==> src/rtl/fetch_ctrl.sv <==
// fetch_ctrl: program counter sequencing, branch resolution and the
// architectural Z/N flag register for the accumulator core. It also provides
// a start/done handshake and a saturating count of execution cycles.
module fetch_ctrl #(
    parameter int PC_W  = 10,
    parameter int CNT_W = 16
) (
    input  logic             clk,
    input  logic             rst_n,
    input  logic             start,
    input  logic [PC_W-1:0]  start_addr,
    input  logic             is_jmp,
    input  logic             is_brz,
    input  logic             is_brn,
    input  logic             is_halt,
    input  logic [PC_W-1:0]  br_tgt,
    input  logic [7:0]       br_off,
    input  logic             flag_we,
    input  logic             alu_z,
    input  logic             alu_neg,
    output logic [PC_W-1:0]  pc,
    output logic             instr_valid,
    output logic             busy,
    output logic             done,
    output logic             z_flag,
    output logic             neg_flag,
    output logic [CNT_W-1:0] cycle_cnt
);

    typedef enum logic [1:0] {
        S_IDLE  = 2'd0,
        S_RUN   = 2'd1,
        S_FLUSH = 2'd2,
        S_HALT  = 2'd3
    } state_e;

    state_e            state_q, state_d;
    logic [PC_W-1:0]   pc_q, pc_d;
    logic              z_q, z_d;
    logic              neg_q, neg_d;
    logic [CNT_W-1:0]  cnt_q, cnt_d;

    logic signed [31:0] off_wide;
    logic [PC_W-1:0]    off_ext;
    logic [PC_W-1:0]    pc_inc;
    logic [PC_W-1:0]    pc_rel;
    logic               br_taken;
    logic [CNT_W-1:0]   cnt_inc;

    // Sign-extend the 8-bit offset through a wide intermediate so any PC_W
    // up to 32 works; the PC adders then wrap naturally modulo 2^PC_W.
    assign off_wide = 32'(signed'(br_off));
    assign off_ext  = off_wide[PC_W-1:0];
    assign pc_inc   = pc_q + PC_W'(1);
    assign pc_rel   = pc_q + off_ext;

    // Branches look at the flag register as it stood before this edge, so a
    // flag write in the same cycle only affects later branches.
    assign br_taken = (is_brz && z_q) || (is_brn && neg_q);

    // Saturating increment: stick at all-ones rather than wrapping.
    assign cnt_inc  = (cnt_q == {CNT_W{1'b1}}) ? cnt_q : cnt_q + CNT_W'(1);

    // Next-state, next-PC and counter decode for the fetch sequencer.
    always_comb begin
        // NOTE: every combinational output gets a default before the case so
        // no path leaves it unassigned, which would infer a latch.
        state_d = state_q;
        pc_d    = pc_q;
        cnt_d   = cnt_q;
        unique case (state_q)
            S_IDLE: begin
                if (start) begin
                    pc_d    = start_addr;
                    cnt_d   = '0;
                    state_d = S_RUN;
                end
            end
            S_RUN: begin
                cnt_d = cnt_inc;
                if (is_halt) begin
                    state_d = S_HALT;
                end else if (is_jmp) begin
                    pc_d    = br_tgt;
                    state_d = S_FLUSH;
                end else if (br_taken) begin
                    pc_d    = pc_rel;
                    state_d = S_FLUSH;
                end else begin
                    pc_d    = pc_inc;
                end
            end
            S_FLUSH: begin
                cnt_d   = cnt_inc;
                state_d = S_RUN;
            end
            S_HALT: begin
                state_d = S_IDLE;
            end
            default: begin
                state_d = S_IDLE;
            end
        endcase
    end

    // Flag register capture from the ALU, independent of sequencer state.
    always_comb begin
        z_d   = z_q;
        neg_d = neg_q;
        if (flag_we) begin
            z_d   = alu_z;
            neg_d = alu_neg;
        end
    end

    // State, PC, flag and counter registers.
    always_ff @(posedge clk or negedge rst_n) begin
        if (!rst_n) begin
            state_q <= S_IDLE;
            pc_q    <= '0;
            z_q     <= 1'b0;
            neg_q   <= 1'b0;
            cnt_q   <= '0;
        end else begin
            // NOTE: non-blocking assignments keep all registers updating from
            // the same pre-edge values regardless of statement order.
            state_q <= state_d;
            pc_q    <= pc_d;
            z_q     <= z_d;
            neg_q   <= neg_d;
            cnt_q   <= cnt_d;
        end
    end

    // Status outputs decode straight from registered state, so reset clears
    // them immediately and no input reaches them combinationally.
    assign instr_valid = (state_q == S_RUN);
    assign busy        = (state_q == S_RUN) || (state_q == S_FLUSH);
    assign done        = (state_q == S_HALT);
    assign pc          = pc_q;
    assign z_flag      = z_q;
    assign neg_flag    = neg_q;
    assign cycle_cnt   = cnt_q;

endmodule

==> config.mk <==
export PLATFORM = sky130hd
export DESIGN_NAME = fetch_ctrl
export DESIGN_NICKNAME = d
export VERILOG_FILES = /design/src/rtl/fetch_ctrl.sv
export SDC_FILE = /design/constraint.sdc
export NUM_CORES = 1
export LEC_CHECK = 0
export ABC_AREA = 1
export CAP_MARGIN = 20
export CELL_PAD_IN_SITES_DETAIL_PLACEMENT = 2
export CELL_PAD_IN_SITES_GLOBAL_PLACEMENT = 2
export CORE_MARGIN = 5
export CORE_UTILIZATION = 26
export CTS_CLUSTER_DIAMETER = 40
export DETAILED_ROUTE_END_ITERATION = 12
export GPL_ROUTABILITY_DRIVEN = 0
export PLACE_DENSITY = 0.93
export SETUP_SLACK_MARGIN = 0.5
export SLEW_MARGIN = 0
export SYNTH_ARGS = -nofsm -noshare
export SYNTH_HDL_FRONTEND = slang
export SYNTH_SLANG_ARGS = --single-unit
==> constraint.sdc <==
create_clock -name clk -period 3.35 [get_ports clk]
set_clock_uncertainty 0.1 [all_clocks]
set_input_delay 0.335 -clock clk [delete_from_list [all_inputs] [get_ports clk]]
set_output_delay 0.335 -clock clk [all_outputs]
set_load 0.02 [all_outputs]
==> results.md <==
* Status: finished, final reports clean
* Crit path kind: in -> reg
* Final setup vio count at 0
* PortBufs at 68
* Die H at 107 µm
* Leakage at 1.53 nW
* Worst IR drop on VDD at 0.000277 V
* CP required at 3.44 ns
* H-Tree Depth at 2
* Count leader, synth: nand2_1
* Synth Flop Type: dfrtp_1
* Synth area leaders: dfrtp_1, nand2_1, nor2_1
* Asr flop ratio synth at 100%
* N_diodes at 0
* Die width at 107 µm
* Max clock buf depth at 2
* Top delay family on crit path: simple AND/OR/NAND/NOR gates
* Nets@finish at 474
* Remaining Overflow, GRT at 0
* Die area at 11,400 µm²
* Global-route wire length before repair at 15,400 µm
* Synth Cell Area at 2430 µm²
* RSZ-0062 raised after global routing: yes
* Critical Path AT at 2.81 ns
* Total number of vias at 2,673
* Max-Cap Viols at 0
* Mapped Cells at 353
* Largest net degree at the start of global routing at 31
* Yosys top cell area share at 30.9%
* Sw power at 1.30 mW
* EDFF count, synth at 0
* Vias in the first global route at 3,070
* Xor-xnor portion of the synthesized cell area at 3.96%
* CP most frequent cell: nand2_1
* Synth Register Bits at 30
* Clock root buffer: clkbuf_8
* Post-route antenna net violation count at 0
* Share of layout cells above drive strength 1 at 9.26%
* Comb pwr share at 64.7%
* Reg power frac at 22.7%
* Cell internal pwr at 1.23 mW
* Power Dens Cells at 766 nW/µm²
* Buffers & Inverters on Critical Path at 2
* CP endpoint kind: register
* Detailed placement HPWL at 7440 µm
* # resized after CTS at 0
* CTS tree: yes
* Post-synth top cells: nand2_1, nor2_1, inv_1
* Via density per instance at 5.02
* Area of the core at 9200 µm²
* Mux cell area share after synthesis at 0.926%
* Synth Area in Simple Gates at 35.0%
* CTS Buf Count at 5
* Post CTS Setup Buffer Count at 0
* Slowest stage delay, CP at 0.50 ns
* Row count at 35
* Max frequency at 367 MHz
* Setup Total Neg Slack at 0 ns
* Initial antenna violation count at 0
* Clock Latency Late Sink at 0.29 ns
* Hold Path Class: in -> async
* Filler cells at 1,117
* Worst r2r path cells at 9
* Cell at the slowest stage of the critical path: clkdlybuf4s50_1
* Total Wirelength at 9570 µm
* Total power at 2.53 mW
* Routed WL per cell at 18.0 µm
* Net Count, Synth at 405
* Post-route minimum period at 2.72 ns
* Largest family of logic cells by synthesized area: simple AND/OR/NAND/NOR gates
* Synth Area in Adders at 7.51%
* Worst-path cell chain: clkdlybuf4s50_1, nand2_1, nand2_2, inv_1, or2_2, ha_1, fa_1, nand3_1, nand3_2, nand2_1, nand2_1, nand2_1, nand2_1, o21ai_0, nand2_1, nand2_1, nand2_1
* Register area share after synthesis at 30.9%
* Compound-Gate Fraction of Synth Area at 12.7%
* GRT Overall Usage at 17.0%
* Worst-path clk slew at 0.08 ns
* Library cells used by synthesis at 33
* Pins Over Slew Limit at 0
* Final hold violations at 0
* DR DRC count at 0
* Slew of the pin with the lowest slew margin at 0.732 ns
* Initial Util at 26.4%
* Sw Share at 51.3%
* Crit start category: input port
* DRT iter0 DRCs at 33
* Worst reg2reg setup slack at 0.78 ns
* Slew headroom at 51.0%
* Sink Count at 30
* Fin crit share at 81.2%
* Hold Buf Count CTS at 0
* I/O pin count at 69
* Yosys warns at 0
* Clk pwr share at 12.6%
* Critical path depth in cells at 17
* Area growth from synthesis to layout at 35.6%
* Synthesized area per cell at 6.89 µm²
* TritonRoute pass-1 iters at 4
* CP max FO at 3
* Area leader, netlist: dfrtp_1
[cell type report]
| class | count | area [µm²] | share of cell area (%) |
|---|---|---|---|
| flip-flops and latches | 30 | 751 | 22.8 |
| well taps | 111 | 139 | 4.21 |
| multi-input cells | 274 | 1480 | 44.7 |
| clock buffers | 6 | 82.6 | 2.50 |
| repair buffers | 70 | 696 | 21.1 |
| inverters | 41 | 154 | 4.67 |
[layout by cell type (no fill, tap or decap), drive strengths merged]
master         synthesis  layout
a21boi                 2       2
a21oi                 13      13
a2bb2oi                3       3
and2                   1       1
buf                    5       2
clkbuf                 3       6
clkdlybuf4s50          0      68
dfrtp                 30      30
fa                     1       1
ha                    13      13
inv                   41      41
mux2                   2       2
nand2                107     107
nand3                 28      28
nand4                  3       3
nor2                  50      50
nor3                   4       4
o211ai                 4       4
o21a                   2       2
o21ai                 21      21
o41ai                  1       1
or2                    8       8
xnor2                  2       2
xor2                   9       9
[path summary, 6_finish.rpt]
check,startpoint,endpoint
hold / removal,rst_n,state_q[1]
max in group asynchronous,rst_n,cycle_cnt[6]
setup reg to reg,state_q[1],cycle_cnt[6]
hold reg to reg,pc[4],pc[4]
min in group clk,pc[4],pc[4]
setup / recovery,is_brn,pc[6]
[per-stage QoR]
step	std cells	util [%]	hold slack, ns	setup WS [ns]	cell area [µm²]
after floorplan	353	-	-0.0606	0.869	2430
after global placement	526	34.8	0.407	0.369	3200
after detailed placement	526	34.8	0.433	0.231	3200
after CTS	532	35.7	0.374	0.537	3280
after global routing	532	35.9	0.399	0.483	3300
final	532	35.9	0.361	0.629	3300
[flip-flops by register name, summed over array words and instances (netlist names)]
register	count
neg_flag	1
state_q	2
cycle_cnt	16
z_flag	1
pc	10
[power by group through the flow]
stage               logic [mW]  registers, mW  clock network (mW)
detailed placement        1.65          0.578                   0
finish                    1.63          0.573               0.319
global route              1.81          0.587               0.339
floorplan                 1.07          0.632                   0
CTS                       1.65          0.573               0.332
global placement          1.54          0.570                   0
[logic make-up (layout without fill, tap and decap cells)]
| group | after synthesis | count (layout) |
|---|---|---|
| xor gates and xnor gates | 11 | 11 |
| DFF | 30 | 30 |
| AOI/OAI and AO/OA | 46 | 46 |
| adders and majority gates | 14 | 14 |
| buffers and inverters | 49 | 117 |
| and+or+nand+nor | 201 | 201 |
| muxes | 2 | 2 |
[worst reg2reg max path, cell delays in order (launching register included)]
cell	delay, ns
dfrtp_1	0.40
inv_1	0.08
ha_2	0.50
inv_2	0.17
nor3_2	0.22
nand4_2	0.17
o211ai_4	0.35
inv_2	0.24
nand2_1	0.14
o21ai_1	0.08
[layer usage]
layer	track usage [%]	part of all wire (%)
met1	19.3	41
met4	5.21	2.5
met5	0	0
met2	32.1	53
met3	3.01	3.2
Note: power is estimated with default switching activity, not from simulation.
